<file path="src/rtl/instr_encoder.sv">
// Instruction encoder with a load-session controller.
// Encodes RV32 requests into 32-bit words, tags each with a sequential byte
// address and hands them out over a one-deep valid/ready output register.
//
// state | meaning
// IDLE  | waiting for start; start loads base and clears words/err
// LOAD  | accepting requests; finish ends the session
// DRAIN | no new accepts; wait for the held word (if any) to leave
// DONE  | one-cycle done pulse, then back to IDLE
module instr_encoder (
    input  logic        clk,
    input  logic        rst,
    input  logic        start,
    input  logic [31:0] base,
    input  logic        finish,
    input  logic        in_valid,
    output logic        in_ready,
    input  logic [2:0]  kind,
    input  logic [2:0]  func3,
    input  logic        f7b5,
    input  logic [4:0]  rd,
    input  logic [4:0]  rs1,
    input  logic [4:0]  rs2,
    input  logic [31:0] imm,
    output logic        out_valid,
    input  logic        out_ready,
    output logic [31:0] instr,
    output logic [31:0] addr,
    output logic        done,
    output logic        err,
    output logic [15:0] words
);

    typedef enum logic [1:0] {S_IDLE, S_LOAD, S_DRAIN, S_DONE} state_t;

    localparam logic [6:0] OP_R    = 7'b0110011;
    localparam logic [6:0] OP_I    = 7'b0010011;
    localparam logic [6:0] OP_S    = 7'b0100011;
    localparam logic [6:0] OP_B    = 7'b1100011;
    localparam logic [6:0] OP_LUI  = 7'b0110111;
    localparam logic [6:0] OP_JAL  = 7'b1101111;
    localparam logic [6:0] OP_LW   = 7'b0000011;
    localparam logic [6:0] OP_JALR = 7'b1100111;

    state_t      state_q, state_d;
    logic [31:0] cnt_q, cnt_d;
    logic [31:0] instr_q, instr_d;
    logic [31:0] addr_q, addr_d;
    logic        out_valid_q, out_valid_d;
    logic        err_q, err_d;
    logic [15:0] words_q, words_d;

    logic [31:0] enc;
    logic        illegal;
    logic        accept;
    logic        out_hs;

    // Encode the current request and flag the forms that cannot be encoded
    // (odd branch/jump offsets, branch func3 outside beq/bne/blt/bge).
    always_comb begin
        enc     = 32'h0;
        illegal = 1'b0;
        case (kind)
            3'd0: enc = {1'b0, f7b5, 5'b0, rs2, rs1, func3, rd, OP_R};
            3'd1: begin
                if (func3 == 3'b001 || func3 == 3'b101)
                    enc = {1'b0, f7b5, 5'b0, imm[4:0], rs1, func3, rd, OP_I};
                else
                    enc = {imm[11:0], rs1, func3, rd, OP_I};
            end
            3'd2: enc = {imm[11:5], rs2, rs1, 3'b010, imm[4:0], OP_S};
            3'd3: begin
                enc     = {imm[12], imm[10:5], rs2, rs1, func3, imm[4:1], imm[11], OP_B};
                illegal = func3[2] | imm[0];
            end
            3'd4: enc = {imm[31:12], rd, OP_LUI};
            3'd5: begin
                enc     = {imm[20], imm[10:1], imm[11], imm[19:12], rd, OP_JAL};
                illegal = imm[0];
            end
            3'd6: enc = {imm[11:0], rs1, 3'b010, rd, OP_LW};
            default: enc = {imm[11:0], rs1, 3'b000, rd, OP_JALR};
        endcase
    end

    // Session FSM, output register and counters; an output handshake and a
    // new accept in the same cycle reload the register with no bubble.
    always_comb begin
        state_d     = state_q;
        cnt_d       = cnt_q;
        instr_d     = instr_q;
        addr_d      = addr_q;
        out_valid_d = out_valid_q;
        err_d       = err_q;
        words_d     = words_q;

        in_ready = (state_q == S_LOAD) && (!out_valid_q || out_ready);
        accept   = in_valid && in_ready;
        out_hs   = out_valid_q && out_ready;

        if (out_hs) begin
            out_valid_d = 1'b0;
            if (words_q != 16'hFFFF)
                words_d = words_q + 16'd1;
        end

        case (state_q)
            S_IDLE: begin
                if (start) begin
                    cnt_d   = base;
                    words_d = 16'd0;
                    err_d   = 1'b0;
                    state_d = S_LOAD;
                end
            end
            S_LOAD: begin
                if (accept) begin
                    if (illegal) begin
                        err_d = 1'b1;
                    end else begin
                        instr_d     = enc;
                        addr_d      = cnt_q;
                        cnt_d       = cnt_q + 32'd4;
                        out_valid_d = 1'b1;
                    end
                end
                if (finish)
                    state_d = S_DRAIN;
            end
            S_DRAIN: begin
                if (!out_valid_q || out_ready)
                    state_d = S_DONE;
            end
            default: state_d = S_IDLE;
        endcase
    end

    // State and datapath registers, cleared asynchronously.
    always_ff @(posedge clk or negedge rst) begin
        if (!rst) begin
            state_q     <= S_IDLE;
            cnt_q       <= 32'h0;
            instr_q     <= 32'h0;
            addr_q      <= 32'h0;
            out_valid_q <= 1'b0;
            err_q       <= 1'b0;
            words_q     <= 16'h0;
        end else begin
            state_q     <= state_d;
            cnt_q       <= cnt_d;
            instr_q     <= instr_d;
            addr_q      <= addr_d;
            out_valid_q <= out_valid_d;
            err_q       <= err_d;
            words_q     <= words_d;
        end
    end

    assign out_valid = out_valid_q;
    assign instr     = instr_q;
    assign addr      = addr_q;
    assign err       = err_q;
    assign words     = words_q;
    assign done      = (state_q == S_DONE);

endmodule

</file>
<file path="config.mk">
export PLATFORM = sky130hd
export DESIGN_NAME = instr_encoder
export DESIGN_NICKNAME = d
export VERILOG_FILES = /design/src/rtl/instr_encoder.sv
export SDC_FILE = /design/constraint.sdc
export NUM_CORES = 1
export LEC_CHECK = 0
export ABC_AREA = 1
export CAP_MARGIN = 20
export CORE_UTILIZATION = 35
export DETAILED_ROUTE_END_ITERATION = 16
export PLACE_DENSITY_LB_ADDON = 0.3
export SKIP_CTS_REPAIR_TIMING = 1
export SLEW_MARGIN = 20
export SYNTH_ARGS = -nofsm -noshare
export SYNTH_HDL_FRONTEND = slang
export SYNTH_SLANG_ARGS = --single-unit
</file>
<file path="constraint.sdc">
create_clock -name clk -period 1.95 [get_ports clk]
set_clock_uncertainty 0.05 [all_clocks]
set_input_delay 0.4875 -clock clk [delete_from_list [all_inputs] [get_ports clk]]
set_output_delay 0.4875 -clock clk [all_outputs]
set_load 0.02 [all_outputs]
</file>
==> results of run 1 <==
-- cell usage in the layout (no fill, tap or decap), types with 3 or more instances in the layout --
cell type / n
clkbuf_8: 6
nand3_1: 83
nand2_1: 349
a22oi_1: 7
a31oi_1: 7
dlymetal6s2s_1: 62
clkdlybuf4s50_1: 110
o21ai_2: 7
a32o_1: 4
inv_2: 3
nor2_1: 125
buf_4: 63
a21oi_1: 15
nand3b_1: 5
ha_1: 6
nand4_1: 12
nand2_4: 3
bufinv_16: 5
buf_6: 3
nor2_4: 4
o21ai_1: 16
clkbuf_16: 20
dfrtp_1: 114
inv_1: 78
o21ai_0: 58
buf_12: 10
nand2_2: 4
-- area by class of cell --
cell class,instances,area share [%]
inverters,83,3.189
clock buffers,24,5.036
well taps,234,2.881
flip-flops and latches,115,28.33
clock inverters,8,1.662
repair buffers,252,26.21
multi-input cells,726,32.69
-- registers in the layout, summed over array words and instances (netlist names) --
| signal | count |
|---|---|
| words | 16 |
| instr | 31 |
| out_valid | 1 |
| err | 1 |
| cnt_q | 32 |
| addr | 32 |
| state_q | 2 |
-- worst reg2reg max path: stages (launching register included) --
cell and delay [ps]:
dfrtp_1 370, inv_1 70, ha_2 180, buf_4 490, nand2_4 150, nand2_8 140, buf_12 150, nor2_1 60
nand2_1 60, nand2_1 50
-- power groups by stage --
stage | Sequential (mW) | Combinational, mW | Clock, mW
finish | 4.17 | 6.10 | 3.60
global route | 4.31 | 6.71 | 3.77
CTS | 4.19 | 6.08 | 3.66
detailed placement | 4.22 | 6.04 | 0
global placement | 4.20 | 5.95 | 0
floorplan | 4.86 | 2.62 | 0
-- logic make-up after synthesis --
kind of cell	count (synthesis)	synth area share, %
AO/OA/AOI/OAI	123	10.65
XOR/XNOR	1	0.1315
adder cells (fa/ha/maj)	7	1.315
buffers and inverters	114	7.588
AND/OR/NAND/NOR	593	36.96
flip-flops	115	43.20
multiplexers	1	0.1503
-- path summary, 6_finish.rpt --
check / slack, ps / depth (start not counted) / startpoint / end
worst max-delay path: 40 / 1 / addr[28] / addr[28]
worst min-delay path: -30 / 1 / rst / addr[2]
worst max register to register: 70 / 9 / state_q[1] / cnt_q[24]
worst min register to register: 430 / 2 / instr[12] / instr[12]
max in group asynchronous: 1310 / 2 / rst / instr[1]
min in group clk: 280 / 2 / out_ready / out_valid
-- through the flow --
stage	worst slack, ps	cells
after global routing	-63.22	1442
after detailed placement	-384.8	1401
after global placement	-367.6	1401
final	35.74	1442
after floorplan	20.09	954
after CTS	-450.7	1433
-- routing by layer --
layer  global-route usage, %  up-vias  part of all wire [%]
met5                       0        -                     0
met4                   7.981        0                   1.9
met3                   4.068       32                   5.3
li1                        -     3564                     -
met2                   36.24      243                    48
met1                   28.04     3281                    45
==> summary.md, run 1 <==
| Metric | Value |
|---|---|
| Status | finished with violations |
| Failing checks | hold timing |
| Slew of the pin with the lowest slew margin | 597.6 ps |
| Power Density | roughly 1400 mW/mm^2 |
| Placeable Area | 0.01871 mm^2 |
| Largest net degree at the start of global routing | 57 |
| Synth Area per Inst | 6.983 um^2 |
| Slowest stage cell, crit path | clkdlybuf4s50_1 |
| 1st-iter DRT viols | 634 |
| Netlist cell types | 40 |
| Nets | 1,294 |
| Sequential power share | 30.1% |
| Total track usage | 21.73% |
| DRT Pass-1 Iters | 5 |
| Logic pwr share | 44.0% |
| RSZ-0062 raised after global routing | true |
| Crit path max fanout | 2 |
| Area growth, synth to finish | 52.55% |
| Tot Pwr | 13.88 mW |
| Root Driver | clkbuf_16 |
| Final Max Tran Viols | 0 |
| Final Core Density | 54.33% |
| Syn Std Cell Area | roughly 0.0067 mm^2 |
| Ys Warns | 0 |
| DR vias | 7,120 |
| Tcrit/Tclk final | between 90% and 100% |
| Leakage power | ~5.5 nW |
| Cell family with most CP delay | buffers and inverters |
| Worst skew pair latency | 420 ps |
| Post-route minimum period | around 1900 ps |
| Clock Sinks | 115 |
| Routed WL | 21.22 mm |
| Port Buf Inserts | 175 |
| Int Pwr | 8.501 mW |
| Post-synth ARST share | 100.0% |
| Critical Path, Cell by Cell | clkdlybuf4s50_1 |
| GP Congestion | 0.9354 |
| Fraction of layout cells with a size suffix above 1 | 11.75% |
| DIE WIDTH | 140.0 um |
| Die ar. | slightly below 0.02 mm^2 |
| Bufs and invs on worst path | 1 |
| DRT antenna net count | 0 |
| Peak VDD IR | 706.0 uV |
| Initial Util | a little over a third |
| Fill cell count | 1,767 |
| Switching power total | roughly 5.4 mW |
| Total CTS buffers | 17 |
| Critical Path Start Type | register |
| Final Instance Area | 0.01016 mm^2 |
| Largest cells by area after synthesis | dfrtp_1, nand2_1, nor2_1 |
| Max Fclk | 522.4 MHz |
| Most frequent cells after synthesis | nand2_1, nor2_1, dfrtp_1 |
| Mapped Cells | 954 |
| Final Hold Viols | 15 |
| Drt wl/cell | between 10 and 15 um |
| Top cell type's share of synthesized area | 43.20% |
| Synth Register Bits | 115 |
| Grt ovf | 0 |
| Relative slew slack | 60.16% |
| Most common cell in the synthesized netlist | nand2_1 |
| Register area | approximately 0.0029 mm^2 |
| Footprint of the multi-input gates | 0.003322 mm^2 |
| # DRC | 0 |
| Yosys top cell by area | dfrtp_1 |
| Post-DP HPWL | ~16 mm |
| N_diodes | 0 |
| Delay of the slowest cell on the worst path | approximately 600 ps |
| Vias/cell | 4.938 |
| Maximum buffer depth of the clock tree | 2 |
| Final Setup Violations | 0 |
| Hold Path Class | input pin to asynchronous set/reset pin |
| Worst EP required | between 1000 and 1500 ps |
| Area after DPL | 0.009153 mm^2 |
| Die height | 140.0 um |
| Clk pin slew, worst setup/hold paths | 50 ps |
| Worst Hold Slack | -29.47 ps |
| Maxcap violations | 0 |
| Initial antenna violation count | 0 |
| Site Rows | 50 |
| CP Capture Type | output port |
| Vias in the first global route | 6,663 |
| CTS tree | done |
| Sequential share of the synthesized area | between 40 and 50% |
| Post-synth EDFFs | 0 |
| Number of I/O pins | 176 |
| Htree depth | 4 |
| Setup TNS | 0 ps |
| Worst Path Arrival | ~1400 ps |
| Switching part of the total | 38.75% |
| First-pass GRT wire length | 33.49 mm |
| Syn Nets | approximately 1,100 |
| WS Path Type | register to output port |
| Most used DFF post-synth | dfrtp_1 |
| Clock network fraction of total power | 26.0% |
Note: power is estimated with default switching activity, not from simulation.
==> run 2, diff against run 1 <==
--- a/config.mk
+++ b/config.mk
@@ -11,7 +11,6 @@
 export DETAILED_ROUTE_END_ITERATION = 16
 export PLACE_DENSITY_LB_ADDON = 0.3
 export SKIP_CTS_REPAIR_TIMING = 1
-export SLEW_MARGIN = 20
 export SYNTH_ARGS = -nofsm -noshare
 export SYNTH_HDL_FRONTEND = slang
 export SYNTH_SLANG_ARGS = --single-unit
==> results of run 2 <==
Final layout, timing and power as in run 1 (identical DEF).
